==> config.mk <==
export PLATFORM = sky130hd
export DESIGN_NAME = spi_slave_byte_if_flat
export DESIGN_NICKNAME = d
export VERILOG_FILES = /design/src/rtl/spi_slave_byte_if_if.sv /design/src/rtl/spi_slave_byte_if.sv /design/src/flat_wrapper.sv
export SDC_FILE = /design/constraint.sdc
export NUM_CORES = 1
export LEC_CHECK = 0
export ABC_CLOCK_PERIOD_IN_PS = 2000
export BUFFER_PORTS_ARGS = -buffer_cell sky130_fd_sc_hd__buf_2
export CORE_MARGIN = 1.5
export CORE_UTILIZATION = 56
export CTS_CLUSTER_SIZE = 16
export DETAILED_ROUTE_END_ITERATION = 10
export GPL_TIMING_DRIVEN = 0
export PLACE_DENSITY = 0.78
export SLEW_MARGIN = 20
export SYNTH_ARGS = -nofsm -noshare
export SYNTH_HDL_FRONTEND = slang
export SYNTH_SLANG_ARGS = --single-unit
==> constraint.sdc <==
create_clock -name block_clk_i -period 2 [get_ports block_clk_i]
set_input_delay 0.4 -clock block_clk_i [delete_from_list [all_inputs] [get_ports block_clk_i]]
set_output_delay 0.4 -clock block_clk_i [all_outputs]
set_load 0.03 [all_outputs]
==> src/rtl/spi_slave_byte_if_if.sv <==
// Byte-wide local port of the SPI responder: TX valid/ready, RX valid/ack and status.
// The slave modport is the responder's view; the master modport is the local logic's view.
interface spi_slave_byte_if_if #(
   parameter int DATA_WIDTH = 8
);
   logic [DATA_WIDTH-1:0] tx_data_i;
   logic                  tx_valid_i;
   logic                  tx_ready_o;
   logic [DATA_WIDTH-1:0] rx_data_o;
   logic                  rx_valid_o;
   logic                  rx_ack_i;
   logic                  rx_overrun_o;
   logic                  tx_underrun_o;
   logic                  busy_o;

   modport slave (
      input  tx_data_i, tx_valid_i, rx_ack_i,
      output tx_ready_o, rx_data_o, rx_valid_o, rx_overrun_o, tx_underrun_o, busy_o
   );

   modport master (
      output tx_data_i, tx_valid_i, rx_ack_i,
      input  tx_ready_o, rx_data_o, rx_valid_o, rx_overrun_o, tx_underrun_o, busy_o
   );
endinterface

==> src/rtl/spi_slave_byte_if.sv <==
// SPI mode-0 responder, MSB first, oversampled on block_clk_i; one TX holding register
// and a single-word RX output with overrun/underrun status pulses.
module spi_slave_byte_if #(
   parameter int                    DATA_WIDTH    = 8,
   parameter int                    SYNC_STAGES   = 2,
   parameter logic [DATA_WIDTH-1:0] UNDERRUN_WORD = '0
) (
   input  logic                block_clk_i,
   input  logic                rst_i,
   input  logic                spi_sclk_i,
   input  logic                spi_ss_i,
   input  logic                spi_mosi_i,
   output logic                spi_miso_o,
   spi_slave_byte_if_if.slave  byte_if
);
   localparam int CNT_W = (DATA_WIDTH > 2) ? $clog2(DATA_WIDTH) : 1;
   localparam logic [CNT_W-1:0] LAST_BIT = CNT_W'(DATA_WIDTH - 1);

   typedef enum logic [1:0] {ST_RESYNC, ST_IDLE, ST_ACTIVE} state_t;

   state_t state_q, state_d;

   logic [SYNC_STAGES-1:0] sclk_sync_q, ss_sync_q, mosi_sync_q;
   logic                   sclk_d_q, ss_d_q;
   logic                   sclk_s, ss_s, mosi_s;
   logic                   sclk_rise, sclk_fall, ss_rise, ss_fall;

   logic                  tx_load, tx_shift_en, rx_shift_en, frame_abort;
   logic [CNT_W-1:0]      bit_cnt_q;
   logic [DATA_WIDTH-1:0] rx_shift_q, tx_shift_q, hold_q, rx_data_q;
   logic                  hold_full_q, rx_valid_q, rx_overrun_q, tx_underrun_q, miso_q;
   logic                  hold_wr;

   // Synchronisers reset to 0 so a low SS seen right after reset reads as "inside a
   // frame" and RESYNC waits for a genuine SS high instead of joining mid-frame.
   // NOTE: sequential state uses non-blocking assignments so every flop samples pre-edge values.
   always_ff @(posedge block_clk_i) begin
      if (rst_i) begin
         sclk_sync_q <= '0;
         ss_sync_q   <= '0;
         mosi_sync_q <= '0;
         sclk_d_q    <= 1'b0;
         ss_d_q      <= 1'b0;
      end else begin
         sclk_sync_q <= {sclk_sync_q[SYNC_STAGES-2:0], spi_sclk_i};
         ss_sync_q   <= {ss_sync_q[SYNC_STAGES-2:0], spi_ss_i};
         mosi_sync_q <= {mosi_sync_q[SYNC_STAGES-2:0], spi_mosi_i};
         sclk_d_q    <= sclk_sync_q[SYNC_STAGES-1];
         ss_d_q      <= ss_sync_q[SYNC_STAGES-1];
      end
   end

   assign sclk_s    = sclk_sync_q[SYNC_STAGES-1];
   assign ss_s      = ss_sync_q[SYNC_STAGES-1];
   assign mosi_s    = mosi_sync_q[SYNC_STAGES-1];
   assign sclk_rise = sclk_s & ~sclk_d_q;
   assign sclk_fall = ~sclk_s & sclk_d_q;
   assign ss_rise   = ss_s & ~ss_d_q;
   assign ss_fall   = ~ss_s & ss_d_q;

   always_ff @(posedge block_clk_i) begin
      if (rst_i) state_q <= ST_RESYNC;
      else       state_q <= state_d;
   end

   // NOTE: every always_comb output gets a default first, so no path can infer a latch.
   always_comb begin
      state_d     = state_q;
      tx_load     = 1'b0;
      tx_shift_en = 1'b0;
      rx_shift_en = 1'b0;
      frame_abort = 1'b0;
      case (state_q)
         ST_RESYNC: if (ss_s) state_d = ST_IDLE;
         ST_IDLE: begin
            if (ss_fall) begin
               state_d = ST_ACTIVE;
               tx_load = 1'b1;
            end
         end
         ST_ACTIVE: begin
            if (ss_rise) begin
               state_d     = ST_IDLE;
               frame_abort = 1'b1;
            end else begin
               rx_shift_en = sclk_rise;
               if (sclk_fall) begin
                  if (bit_cnt_q == '0) tx_load     = 1'b1;
                  else                 tx_shift_en = 1'b1;
               end
            end
         end
         default: state_d = ST_RESYNC;
      endcase
   end

   assign hold_wr = byte_if.tx_valid_i & ~hold_full_q;

   always_ff @(posedge block_clk_i) begin
      if (rst_i) begin
         bit_cnt_q     <= '0;
         rx_shift_q    <= '0;
         tx_shift_q    <= '0;
         hold_q        <= '0;
         hold_full_q   <= 1'b0;
         rx_data_q     <= '0;
         rx_valid_q    <= 1'b0;
         rx_overrun_q  <= 1'b0;
         tx_underrun_q <= 1'b0;
         miso_q        <= 1'b0;
      end else begin
         rx_overrun_q  <= 1'b0;
         tx_underrun_q <= 1'b0;

         if (byte_if.rx_ack_i) rx_valid_q <= 1'b0;

         if (frame_abort) begin
            bit_cnt_q  <= '0;
            rx_shift_q <= '0;
            miso_q     <= 1'b0;
         end

         // A completing word overrides a same-cycle ack: the new word stays valid.
         if (rx_shift_en) begin
            rx_shift_q <= {rx_shift_q[DATA_WIDTH-2:0], mosi_s};
            if (bit_cnt_q == LAST_BIT) begin
               bit_cnt_q    <= '0;
               rx_data_q    <= {rx_shift_q[DATA_WIDTH-2:0], mosi_s};
               rx_valid_q   <= 1'b1;
               rx_overrun_q <= rx_valid_q & ~byte_if.rx_ack_i;
            end else begin
               bit_cnt_q <= bit_cnt_q + CNT_W'(1);
            end
         end

         if (tx_load) begin
            if (hold_full_q) begin
               tx_shift_q  <= hold_q;
               miso_q      <= hold_q[DATA_WIDTH-1];
               hold_full_q <= 1'b0;
            end else begin
               tx_shift_q    <= UNDERRUN_WORD;
               miso_q        <= UNDERRUN_WORD[DATA_WIDTH-1];
               tx_underrun_q <= 1'b1;
            end
         end

         if (tx_shift_en) begin
            tx_shift_q <= {tx_shift_q[DATA_WIDTH-2:0], 1'b0};
            miso_q     <= tx_shift_q[DATA_WIDTH-2];
         end

         // Written after the load so a same-cycle write refills the just-checked holding slot.
         if (hold_wr) begin
            hold_q      <= byte_if.tx_data_i;
            hold_full_q <= 1'b1;
         end
      end
   end

   assign spi_miso_o            = miso_q;
   assign byte_if.tx_ready_o    = ~hold_full_q;
   assign byte_if.rx_data_o     = rx_data_q;
   assign byte_if.rx_valid_o    = rx_valid_q;
   assign byte_if.rx_overrun_o  = rx_overrun_q;
   assign byte_if.tx_underrun_o = tx_underrun_q;
   assign byte_if.busy_o        = (state_q == ST_ACTIVE);
endmodule

==> src/flat_wrapper.sv <==
// flat-port wrapper written by rule: the top's interface ports become plain ports
module spi_slave_byte_if_flat 
#(
   parameter int                    DATA_WIDTH    = 8,
   parameter int                    SYNC_STAGES   = 2,
   parameter logic [DATA_WIDTH-1:0] UNDERRUN_WORD = '0
)
  (block_clk_i, rst_i, spi_sclk_i, spi_ss_i, spi_mosi_i, spi_miso_o, byte_if_tx_data_i, byte_if_tx_valid_i, byte_if_rx_ack_i, byte_if_tx_ready_o, byte_if_rx_data_o, byte_if_rx_valid_o, byte_if_rx_overrun_o, byte_if_tx_underrun_o, byte_if_busy_o);
  spi_slave_byte_if_if #(.DATA_WIDTH(DATA_WIDTH)) byte_if_i ();
  input  logic block_clk_i;
  input  logic rst_i;
  input  logic spi_sclk_i;
  input  logic spi_ss_i;
  input  logic spi_mosi_i;
  output logic spi_miso_o;
  input wire logic [$bits(byte_if_i.tx_data_i)-1:0] byte_if_tx_data_i;
  input wire logic [$bits(byte_if_i.tx_valid_i)-1:0] byte_if_tx_valid_i;
  input wire logic [$bits(byte_if_i.rx_ack_i)-1:0] byte_if_rx_ack_i;
  output wire logic [$bits(byte_if_i.tx_ready_o)-1:0] byte_if_tx_ready_o;
  output wire logic [$bits(byte_if_i.rx_data_o)-1:0] byte_if_rx_data_o;
  output wire logic [$bits(byte_if_i.rx_valid_o)-1:0] byte_if_rx_valid_o;
  output wire logic [$bits(byte_if_i.rx_overrun_o)-1:0] byte_if_rx_overrun_o;
  output wire logic [$bits(byte_if_i.tx_underrun_o)-1:0] byte_if_tx_underrun_o;
  output wire logic [$bits(byte_if_i.busy_o)-1:0] byte_if_busy_o;
  assign byte_if_i.tx_data_i = byte_if_tx_data_i;
  assign byte_if_i.tx_valid_i = byte_if_tx_valid_i;
  assign byte_if_i.rx_ack_i = byte_if_rx_ack_i;
  assign byte_if_tx_ready_o = byte_if_i.tx_ready_o;
  assign byte_if_rx_data_o = byte_if_i.rx_data_o;
  assign byte_if_rx_valid_o = byte_if_i.rx_valid_o;
  assign byte_if_rx_overrun_o = byte_if_i.rx_overrun_o;
  assign byte_if_tx_underrun_o = byte_if_i.tx_underrun_o;
  assign byte_if_busy_o = byte_if_i.busy_o;
  spi_slave_byte_if #(.DATA_WIDTH(DATA_WIDTH), .SYNC_STAGES(SYNC_STAGES), .UNDERRUN_WORD(UNDERRUN_WORD)) u_core (.block_clk_i(block_clk_i), .rst_i(rst_i), .spi_sclk_i(spi_sclk_i), .spi_ss_i(spi_ss_i), .spi_mosi_i(spi_mosi_i), .spi_miso_o(spi_miso_o), .byte_if(byte_if_i));
endmodule
==> impl_metrics.toml <==
[pwr]
p_int_w = 0.001256
ir_worst_vdd_v = 0.0005443
combPwrFrac = 0.067
p_leak_nw = 1.018
sw_frac_of_total = 0.2300
pwr-share-seq = 0.605
p_clk_frac = 0.328
power_switching_w = 0.0003752
power_density_nw_per_um2 = 692.6

[synth]
netlist_area_um2 = 2082
postSynthCellCount = 222
synth.yosys.warnings = 0
ys.flop_type = "dfxtp_1"
syn_avg_cell_area_um2 = 9.378
syn-num-nets = 245
yosys-top-cells-area = "dfxtp_1, mux2i_1, nor2_1"
synth_edf_count = 0
ys_seq_area_frac = 0.4615
yosysTopAreaCellShare = 0.4615
async_reset_ff_frac = 0
yosysUniqueCellTypes = 42
ys_seq_elements = 48
yosys.area.top_type = "dfxtp_1"

[sta]
fin_crit_sh = 0.9418
post-route-worst-setup-slack_ns = 0.1164
finalMaxSlewViolations = 0
rsz0062_at_grt = "no"
setup-violations-final = 0
fin_skew_ns = 0.005194
worst_pin_slew_ns = 0.5703
setup_tns_ns = 0
fin_crit_ns = 1.884
hold_viol = 0
fmax_ghz = 0.5309
slew_headroom = 0.6198

[cells_and_area]
drive_gt1_frac = 0.1875
diodes = 0
syn_to_final_growth_pct = 13.10
nets = 279
register_area_um2 = 960.9
instances_no_fill = 302
final_cell_mix = "dfxtp_1, buf_2, nor2_1"
multiInputGateArea_um2 = 1039
utilization = 0.6841
final_cell_area_um2 = 2355
n_fill_cell = 302
mostFrequentLayoutCell = "dfxtp_1"

[floorplanning]
core_area_um2 = 3442
die_area_um2 = 4093
die_x_um = 63.98
initial_core_util = 0.6049
num_io_pins = 29
rows = 21
fp.dieH_um = 63.98

[setup_path]
required_ns = 2.17
end_kind = "register"
cp-start-kind = "register"
crit_start = "u_core.state_q[0]"
worstPathCellList = "inv_1 -> ha_2 -> and3b_1 -> buf_2 -> nand3_1 -> buf_4 -> mux2i_1 -> nor2_1"
cp_max_fo = 10
cpMaxStageDelayCell = "dfxtp_1"
r2r_start = "u_core.state_q[0]"
crit_type = "reg2reg"
cpPeakStageDelay_ns = 0.43
cp_data_arrival_time_ns = 2.05

[place]
io_buffers = 27
place_area_um2 = 2275
gp_congestion = 0.8602
pre_cts_ws_ns = 0.06131
hpwlAfterDp_mm = 2.816
placedCellCount = 295

[grt]
grt_pass1_vias = 1579
grt-ovfl-total = 0
grtUsageTotal = 0.2201
antenna_found_initial = 0
grt_max_degree = 14
grt_pass1_wl_mm = 7.058

[clocking]
cts_max_level = 2
post_cts_buffers = 0
cts_tree = "yes"
cts-root-buf = "clkbuf_8"
cts.sinks = 48
cts_buffers = 5
path_clk_slew_ns = 0.08
worstSkewPairLatency_ns = 0.30
max-clock-path-buffers = 2

[flow_run]
drv_cap = 0

[detailed_routing]
drt-initial-drc-count = 105
firstDrtPassIters = 4
num_vias = 1700
drt.antenna.violating_nets = 0
finalWirelength_mm = 4.044
drc = 0
routedWlPerCell_um = 13.39
vias_per_cell = 5.629

[min_path]
hold_path_class = "in2reg"
min-delay-start = "spi_sclk_i"

[run_status]
status = "completed"
==> power by group through the flow <==
| stage | clock (W) | combinational, W | sequential [W] |
|---|---|---|---|
| global placement | 0 | 0.000108 | 0.00101 |
| floorplan | 0 | 0.0000761 | 0.00101 |
| detailed placement | 0 | 0.000110 | 0.00101 |
| global route | 0.000583 | 0.000122 | 0.000989 |
| CTS | 0.000537 | 0.000110 | 0.000986 |
| finish | 0.000535 | 0.000109 | 0.000987 |
==> worst max-delay path, delay by kind of cell (launching register included) <==
family | cells | cell delay [ns]
flip-flops | 1 | 0.43
multiplexers | 1 | 0.22
AND/OR/NAND/NOR | 3 | 0.36
adder cells (fa/ha/maj) | 1 | 0.25
buffers and inverters | 3 | 0.49
==> metal layers <==
metal	wire length, um	global-route usage	up-vias
li1	-	-	845
met1	2008	0.2849	810
met2	1800	0.3516	41
met3	182	0.04754	4
met4	52	0.09783	0
met5	0	0	-
==> cell type report <==
cell class / instances / area share
multi-input combinational: 154 / 0.4410
sequential: 48 / 0.4081
timing repair buffer: 27 / 0.05739
clock buffer: 6 / 0.03082
buffer: 14 / 0.02657
tap: 46 / 0.02444
inverter: 6 / 0.009564
clock inverter: 1 / 0.002125
==> synth_stat cells (5+ instances only) <==
cell / n
dfxtp_1: 48
buf_2: 5
clkbuf_1: 5
mux2i_1: 15
a31oi_1: 5
a21oi_1: 5
nor2b_1: 9
ha_1: 8
inv_1: 6
nand2_1: 16
o21a_1: 9
nor2_1: 28
nand3_1: 13
==> flip-flops by register name, indices dropped and copies added, names as in the netlist, 2 cells and up <==
signal,count
u_core.state_q,2
u_core.rx_shift_q,7
u_core.bit_cnt_q,3
u_core.sclk_sync_q,2
u_core.byte_if.rx_data_o,8
u_core.mosi_sync_q,2
u_core.ss_sync_q,2
u_core.hold_q,8
u_core.tx_shift_q,7
==> what timing repair did <==
item	CTS	global route
hold endpoints to repair	0	0
setup endpoints to repair	0	10
resized for setup	0	1
hold buffers	0	0
==> through the flow <==
| stage | hold WS, ns | power [W] |
|---|---|---|
| floorplan | 0.4138 | 0.001081 |
| finish | 0.3035 | 0.001631 |
| detailed placement | 0.4246 | 0.001119 |
| CTS | 0.3050 | 0.001633 |
| global route | 0.3022 | 0.001694 |
| global placement | 0.4177 | 0.001116 |
==> worst paths after layout <==
check | end | slack (ns) | cells after the start
setup / recovery | u_core.byte_if.rx_data_o[6] | 0.12 | 8
hold / removal | u_core.sclk_sync_q[0] | 0.30 | 2
setup reg to reg | u_core.byte_if.rx_data_o[6] | 0.12 | 8
hold reg to reg | u_core.ss_sync_q[1] | 0.44 | 1
==> logic make-up (layout without fill, tap and decap cells) <==
group	Yosys count	after routing	synth area share
adder cells (fa/ha/maj)	8	8	0.04808
flip-flops	48	48	0.4615
AO/OA/AOI/OAI	43	43	0.1550
AND/OR/NAND/NOR	88	88	0.2224
multiplexers	15	15	0.07211
buffers and inverters	20	54	0.04086
Note: power is estimated with default switching activity, not from simulation.
